### src/rtl/neural_network_4x4.sv
// neural_network_4x4
//   Byte-serial single-layer perceptron: four neurons, four 8-bit inputs.
//   The host streams x3..x0, then 24 parameter bytes (per neuron 3..0:
//   th, b, w3, w2, w1, w0), advancing phases with rising edges of `changes`.
//   Four compute cycles evaluate one neuron each; the result is registered.
//
// Ports
//   clk              rising-edge clock
//   reset            asynchronous, active-low reset
//   changes          phase-advance strobe (rising edge acted on)
//   data_in[7:0]     input / parameter byte, one per clock in LOAD_X/LOAD_P
//   network_outputs  [3:0] fire flags, [5:4] argmax index, [6] 0, [7] valid
//
// Build option
//   NN_SIGNED_EN     when defined, x/w/b/th are two's-complement and all
//                    arithmetic, threshold compare and argmax are signed.
//
// state   | meaning
// --------+--------------------------------------------------------------
// LOAD_X  | shift bytes into the 4-byte input register
// LOAD_P  | shift bytes into the 24-byte parameter register
// COMPUTE | four cycles, neuron k evaluated in cycle k
// DONE    | result held until the next strobe edge clears valid

module neural_network_4x4 (
  input  logic       clk,
  input  logic       reset,
  input  logic       changes,
  input  logic [7:0] data_in,
  output logic [7:0] network_outputs
);

  typedef enum logic [1:0] {
    LOAD_X  = 2'd0,
    LOAD_P  = 2'd1,
    COMPUTE = 2'd2,
    DONE    = 2'd3
  } state_t;

  state_t      state_q, state_d;
  logic        changes_q;
  logic        change_edge;

  // x_q[0] is the newest byte (x0); p_q[0] is the newest byte (w00).
  // Neuron k lives at p_q[6k +: 6] = {th, b, w3, w2, w1, w0}.
  logic [7:0]  x_q [4];
  logic [7:0]  p_q [24];

  logic [1:0]  cnt_q;
  logic [1:0]  neuron;
  logic [3:0]  fire_q;
  logic [18:0] max_q;
  logic [1:0]  max_idx_q;

  logic        shift_x, shift_p, start_compute, last_cycle, clear_valid;

  logic [4:0]  base;
  logic [18:0] sum;
  logic [18:0] th_ext;
  logic        fire_bit;
  logic        take_max;
  logic [3:0]  fire_next;
  logic [1:0]  idx_next;

  assign change_edge = changes & ~changes_q;

  // Down-counter runs 3..0, so the neuron under evaluation is 3 - cnt.
  assign neuron = 2'd3 - cnt_q;

  function automatic logic [18:0] ext(input logic [7:0] v);
`ifdef NN_SIGNED_EN
    return {{11{v[7]}}, v};
`else
    return {11'd0, v};
`endif
  endfunction

  function automatic logic gt(input logic [18:0] a, input logic [18:0] b);
`ifdef NN_SIGNED_EN
    return $signed(a) > $signed(b);
`else
    return a > b;
`endif
  endfunction

  // ---------------------------------------------------------------- FSM
  always_ff @(posedge clk or negedge reset) begin
    if (!reset) begin
      state_q   <= LOAD_X;
      changes_q <= 1'b0;
    end else begin
      state_q   <= state_d;
      changes_q <= changes;
    end
  end

  always_comb begin
    state_d       = state_q;
    shift_x       = 1'b0;
    shift_p       = 1'b0;
    start_compute = 1'b0;
    last_cycle    = 1'b0;
    clear_valid   = 1'b0;
    case (state_q)
      LOAD_X: begin
        shift_x = 1'b1;
        if (change_edge) state_d = LOAD_P;
      end
      LOAD_P: begin
        shift_p = 1'b1;
        if (change_edge) begin
          state_d       = COMPUTE;
          start_compute = 1'b1;
        end
      end
      COMPUTE: begin
        if (cnt_q == 2'd0) begin
          last_cycle = 1'b1;
          state_d    = DONE;
        end
      end
      DONE: begin
        if (change_edge) begin
          clear_valid = 1'b1;
          state_d     = LOAD_X;
        end
      end
      default: state_d = LOAD_X;
    endcase
  end

  // ------------------------------------------------------- neuron datapath
  // Full 19-bit arithmetic: the true sum always fits, so wrapping the
  // 19x19 products to 19 bits gives the exact result in both modes.
  always_comb begin
    base = 5'(neuron) * 5'd6;
    sum  = ext(p_q[base + 5'd4]);
    for (int i = 0; i < 4; i++) begin
      sum = sum + ext(p_q[base + 5'(i)]) * ext(x_q[i]);
    end
    th_ext   = ext(p_q[base + 5'd5]);
    fire_bit = gt(sum, th_ext);
    // Strict compare keeps the lower index on ties; neuron 0 seeds the max.
    take_max = (neuron == 2'd0) || gt(sum, max_q);
    fire_next         = fire_q;
    fire_next[neuron] = fire_bit;
    idx_next = take_max ? neuron : max_idx_q;
  end

  always_ff @(posedge clk or negedge reset) begin
    if (!reset) begin
      for (int i = 0; i < 4; i++)  x_q[i] <= 8'd0;
      for (int i = 0; i < 24; i++) p_q[i] <= 8'd0;
      cnt_q           <= 2'd0;
      fire_q          <= 4'd0;
      max_q           <= 19'd0;
      max_idx_q       <= 2'd0;
      network_outputs <= 8'h00;
    end else begin
      if (shift_x) begin
        x_q[0] <= data_in;
        for (int i = 1; i < 4; i++) x_q[i] <= x_q[i-1];
      end
      if (shift_p) begin
        p_q[0] <= data_in;
        for (int i = 1; i < 24; i++) p_q[i] <= p_q[i-1];
      end
      if (start_compute) begin
        cnt_q <= 2'd3;
      end else if (state_q == COMPUTE) begin
        cnt_q  <= cnt_q - 2'd1;
        fire_q <= fire_next;
        if (take_max) begin
          max_q     <= sum;
          max_idx_q <= neuron;
        end
      end
      if (last_cycle) begin
        network_outputs <= {1'b1, 1'b0, idx_next, fire_next};
      end else if (clear_valid) begin
        network_outputs[7] <= 1'b0;
      end
    end
  end

endmodule

### config.mk
export PLATFORM = sky130hd
export DESIGN_NAME = neural_network_4x4
export DESIGN_NICKNAME = d
export VERILOG_FILES = /design/src/rtl/neural_network_4x4.sv
export SDC_FILE = /design/constraint.sdc
export NUM_CORES = 1
export LEC_CHECK = 0
export ABC_CLOCK_PERIOD_IN_PS = 11700
export CAP_MARGIN = 20
export CORE_UTILIZATION = 35
export CTS_CLUSTER_SIZE = 28
export DETAILED_ROUTE_END_ITERATION = 8
export PLACE_DENSITY = 0.57
export SYNTH_ARGS = -nofsm -noshare
export SYNTH_HDL_FRONTEND = slang
export SYNTH_SLANG_ARGS = --single-unit
### constraint.sdc
create_clock -name clk -period 11.7 [get_ports clk]
set_input_delay 1.755 -clock clk [delete_from_list [all_inputs] [get_ports clk]]
set_output_delay 1.755 -clock clk [all_outputs]
set_load 0.05 [all_outputs]
==> flow_metrics.env <==
export IMPL_rsz0062_at_grt="false"
export IMPL_muxShareOfSynthArea_pct=24.1
export IMPL_cp_end_kind="flip-flop"
export IMPL_ys_seq_area_share_pct=27.2
export IMPL_yosys_area_share_adder_pct=28.2
export IMPL_grt_overflow=0
export IMPL_crit_fanout=28
export IMPL_ys_warn_count=0
export IMPL_cts_root_buf="clkbuf_16"
export IMPL_cts_tree="done"
export IMPL_hold_buffers=0
export IMPL_synth_simple_area_share_pct=9.04
export IMPL_clkSlewWorstSetupHoldPaths_ns=0.06
export IMPL_firstDrtPassIters=7
export IMPL_drv_slew=0
export IMPL_synthXorXnorAreaFrac_pct=0.476
export IMPL_coreArea_mm2=0.0674
export IMPL_num_rows=95
export IMPL_ys_ff_latch=260
export IMPL_fp_dieArea_mm2=0.0694
export IMPL_grt_pass1_vias=16845
export IMPL_synth_top_family_by_area="adder cells"
export IMPL_syn_instance_count=2062
export IMPL_fin_crit_ns=10.98
export IMPL_hpwl_um=46200
export IMPL_grt_antenna_before_repair=1
export IMPL_die_w_um=264
export IMPL_hold_path_class="flip-flop to flip-flop"
export IMPL_cts_made_buffers=34
export IMPL_syn_avg_cell_area_um2=11.6
export IMPL_wl_per_cell_um=19.9
export IMPL_initial_core_util_pct=35.5
export IMPL_yosys_top_cells_area="dfrtp_1 27%, fa_1 19%, mux2_2 11%"
export IMPL_path_common_cell="fa_1"
export IMPL_fin_nets=2498
export IMPL_io_buffers=17
export IMPL_ys_flop_type="dfrtp_1"
export IMPL_synth_top_area_share_pct=27.2
export IMPL_vias_per_cell=5.17
export IMPL_clk_insertion_delay_late_ns=0.56
export IMPL_fmax_mhz=91.0
export IMPL_htree_levels=2
export IMPL_gr_usage_all_layers_pct=17.8
export IMPL_area_delta_synth_final_pct=11.1
export IMPL_drtIter0Drc=793
export IMPL_finalClockSkew_ns=0.0260
export IMPL_ios=19
export IMPL_finalNonFillerCells=2985
export IMPL_clockBufferDepth=3
export IMPL_synthArstFlopShare_pct=100
export IMPL_cp_required_ns=12.12
export IMPL_die_h_um=264
export IMPL_synth_compound_area_share_pct=3.93
export IMPL_relSlewSlack_pct=27.0
export IMPL_wirelength_um=59500
export IMPL_synth_edf_count=0
export IMPL_place_gp_congestion=0.876
export IMPL_drv_cap=0
export IMPL_finalCritPeriodShare_pct=93.9
export IMPL_antenna_left=0
export IMPL_synth_nets=2472
export IMPL_vias=15445
export IMPL_drive_gt1_share_pct=23.3
export IMPL_synth_area_mm2=0.0239
export IMPL_drc=0
export IMPL_cp_arrival_ns=11.40
export IMPL_crit_slowest_cell="fa_1"
export IMPL_grt_pass1_wl_um=97500
export IMPL_clkSinkCount=260
export IMPL_path_class="flip-flop to flip-flop"
export IMPL_yosys_area_top_type="dfrtp_1"
export IMPL_setup_tns_ns=0
export IMPL_tightest_slew_ns=1.09
export IMPL_hold_viol_final=0
export IMPL_status="complete, no violations"
export IMPL_startpoint_type="flip-flop"
export IMPL_grt_max_degree=105
export IMPL_dp_cells=2919
export IMPL_setup_viol=0
export IMPL_slowest_delay_ns=0.62
export IMPL_synth_cell_type_count=67
## per-stage QoR
| step | worst slack [ns] | hold slack (ns) | util [%] | cell area (µm²) |
|---|---|---|---|---|
| 3_5_place_dp | 0.277 | 0.483 | 37.6 | 25300 |
| 5_1_grt | 0.190 | 0.522 | 39.4 | 26600 |
| 3_3_place_gp | 0.484 | 0.474 | 37.6 | 25300 |
| 6_report | 0.716 | 0.491 | 39.4 | 26600 |
| 2_1_floorplan | 0.0671 | 0.464 | - | 23900 |
| 4_1_cts | 0.232 | 0.506 | 39.3 | 26500 |
## per-layer routing
layer  share of wire, %  wire length [µm]  vias to the layer above  global-route usage, %
met5                  0                 0                        -                      0
met3                4.2              2490                       57                   1.95
met2                 50             29500                      296                   30.5
met4                1.5               912                        0                   3.75
met1                 45             26600                     8162                   24.4
li1                   -                 -                     6930                      -
## cells in the final DEF (no fill, tap or decap), types with 4 or more instances in the layout
cell type,netlist,routed
inv_1,357,356
dfrtp_1,260,259
mux2_2,234,234
fa_1,233,233
ha_1,166,161
and2_1,118,118
mux4_2,112,112
nand2_1,108,108
nor2b_1,78,78
buf_4,1,55
mux2i_1,48,48
a21oi_1,49,48
clkbuf_16,0,34
nor2_1,33,33
o21ai_0,30,27
nand2b_1,20,20
clkdlybuf4s50_1,0,16
nand3_1,12,12
clkbuf_8,0,11
o21ai_1,9,9
xnor2_1,8,8
nand4_1,8,8
a31oi_1,7,7
a21o_1,6,6
a41oi_1,6,6
mux2_4,6,6
xor2_1,5,5
o21ai_2,1,4
a211oi_1,4,4
o21a_1,4,4
or3_1,4,4
## cell families after synthesis
kind of cell | count (synthesis)
muxes | 403
DFF | 260
xor gates and xnor gates | 13
AOI/OAI and AO/OA | 141
buffers and inverters | 445
other | 1
and+or+nand+nor | 399
adders and majority gates | 400
## critical path, delay by kind of cell (launching register included)
family | cells | cell delay [ns]
simple gates | 9 | 1.70
buf+inv | 8 | 0.97
mux | 3 | 1.25
flops | 1 | 0.47
fa+ha+maj | 11 | 5.12
compound gates | 6 | 1.30
## synth_stat cells, types with 2 or more instances
master     count
nor3_1         2
nand3_1       12
buf_1         21
nand4b_1       3
a21o_1         6
o21ai_1        9
o21a_1         4
mux2i_1       48
a2111oi_0      2
a41oi_1        6
nor2_1        33
mux2_2       234
o311a_1        2
nand2b_1      20
xor2_1         5
o211ai_1       3
and2_1       118
nor4_1         3
or3_1          4
xnor2_1        8
o21ai_0       30
mux4_2       112
mux2_1         2
fa_1         233
a211oi_1       4
mux2_4         6
inv_1        357
a21oi_1       49
nor2b_1       78
nand4_1        8
a31oi_1        7
ha_1         166
nand2_1      108
a211o_1        2
dfrtp_1      260
and3_1         3
buf_2          7
clkbuf_1      58
## worst paths after layout
| path | from | endpoint | slack (ns) | depth (start not counted) |
|---|---|---|---|---|
| max in group asynchronous | reset | p_q[189] | 9.24 | 3 |
| setup reg to reg | cnt_q[0] | max_q[18] | 0.72 | 37 |
| min in group asynchronous | reset | network_outputs[3] | 1.26 | 1 |
| hold / removal | network_outputs[7] | network_outputs[7] | 0.49 | 2 |
| setup / recovery | cnt_q[0] | max_q[18] | 0.72 | 37 |
| hold reg to reg | network_outputs[7] | network_outputs[7] | 0.49 | 2 |
## registers in the layout, summed over array words and instances (netlist names)
signal	count
p_q	192
network_outputs	7
changes_q	1
state_q	2
max_q	19
cnt_q	2
x_q	32
fire_q	3
max_idx_q	2
## final cells by class
type,count,area (µm²)
flip-flops and latches,260,6510
clock buffers,48,1010
multi-input cells,1357,15800
fillers,6411,40800
well taps,873,1090
clock inverters,11,131
inverters,357,1340
diodes,1,2.50
repair buffers,78,711
## timing repair
| item | 4_1_cts | 5_1_grt |
|---|---|---|
| endpoints found under the setup margin | 0 | 19 |
| setup buffers | 0 | 2 |
| gates resized for setup | 0 | 8 |
Power is not shown: default switching activity piles up to over one toggle a cycle in this logic, so the estimate is an artifact.
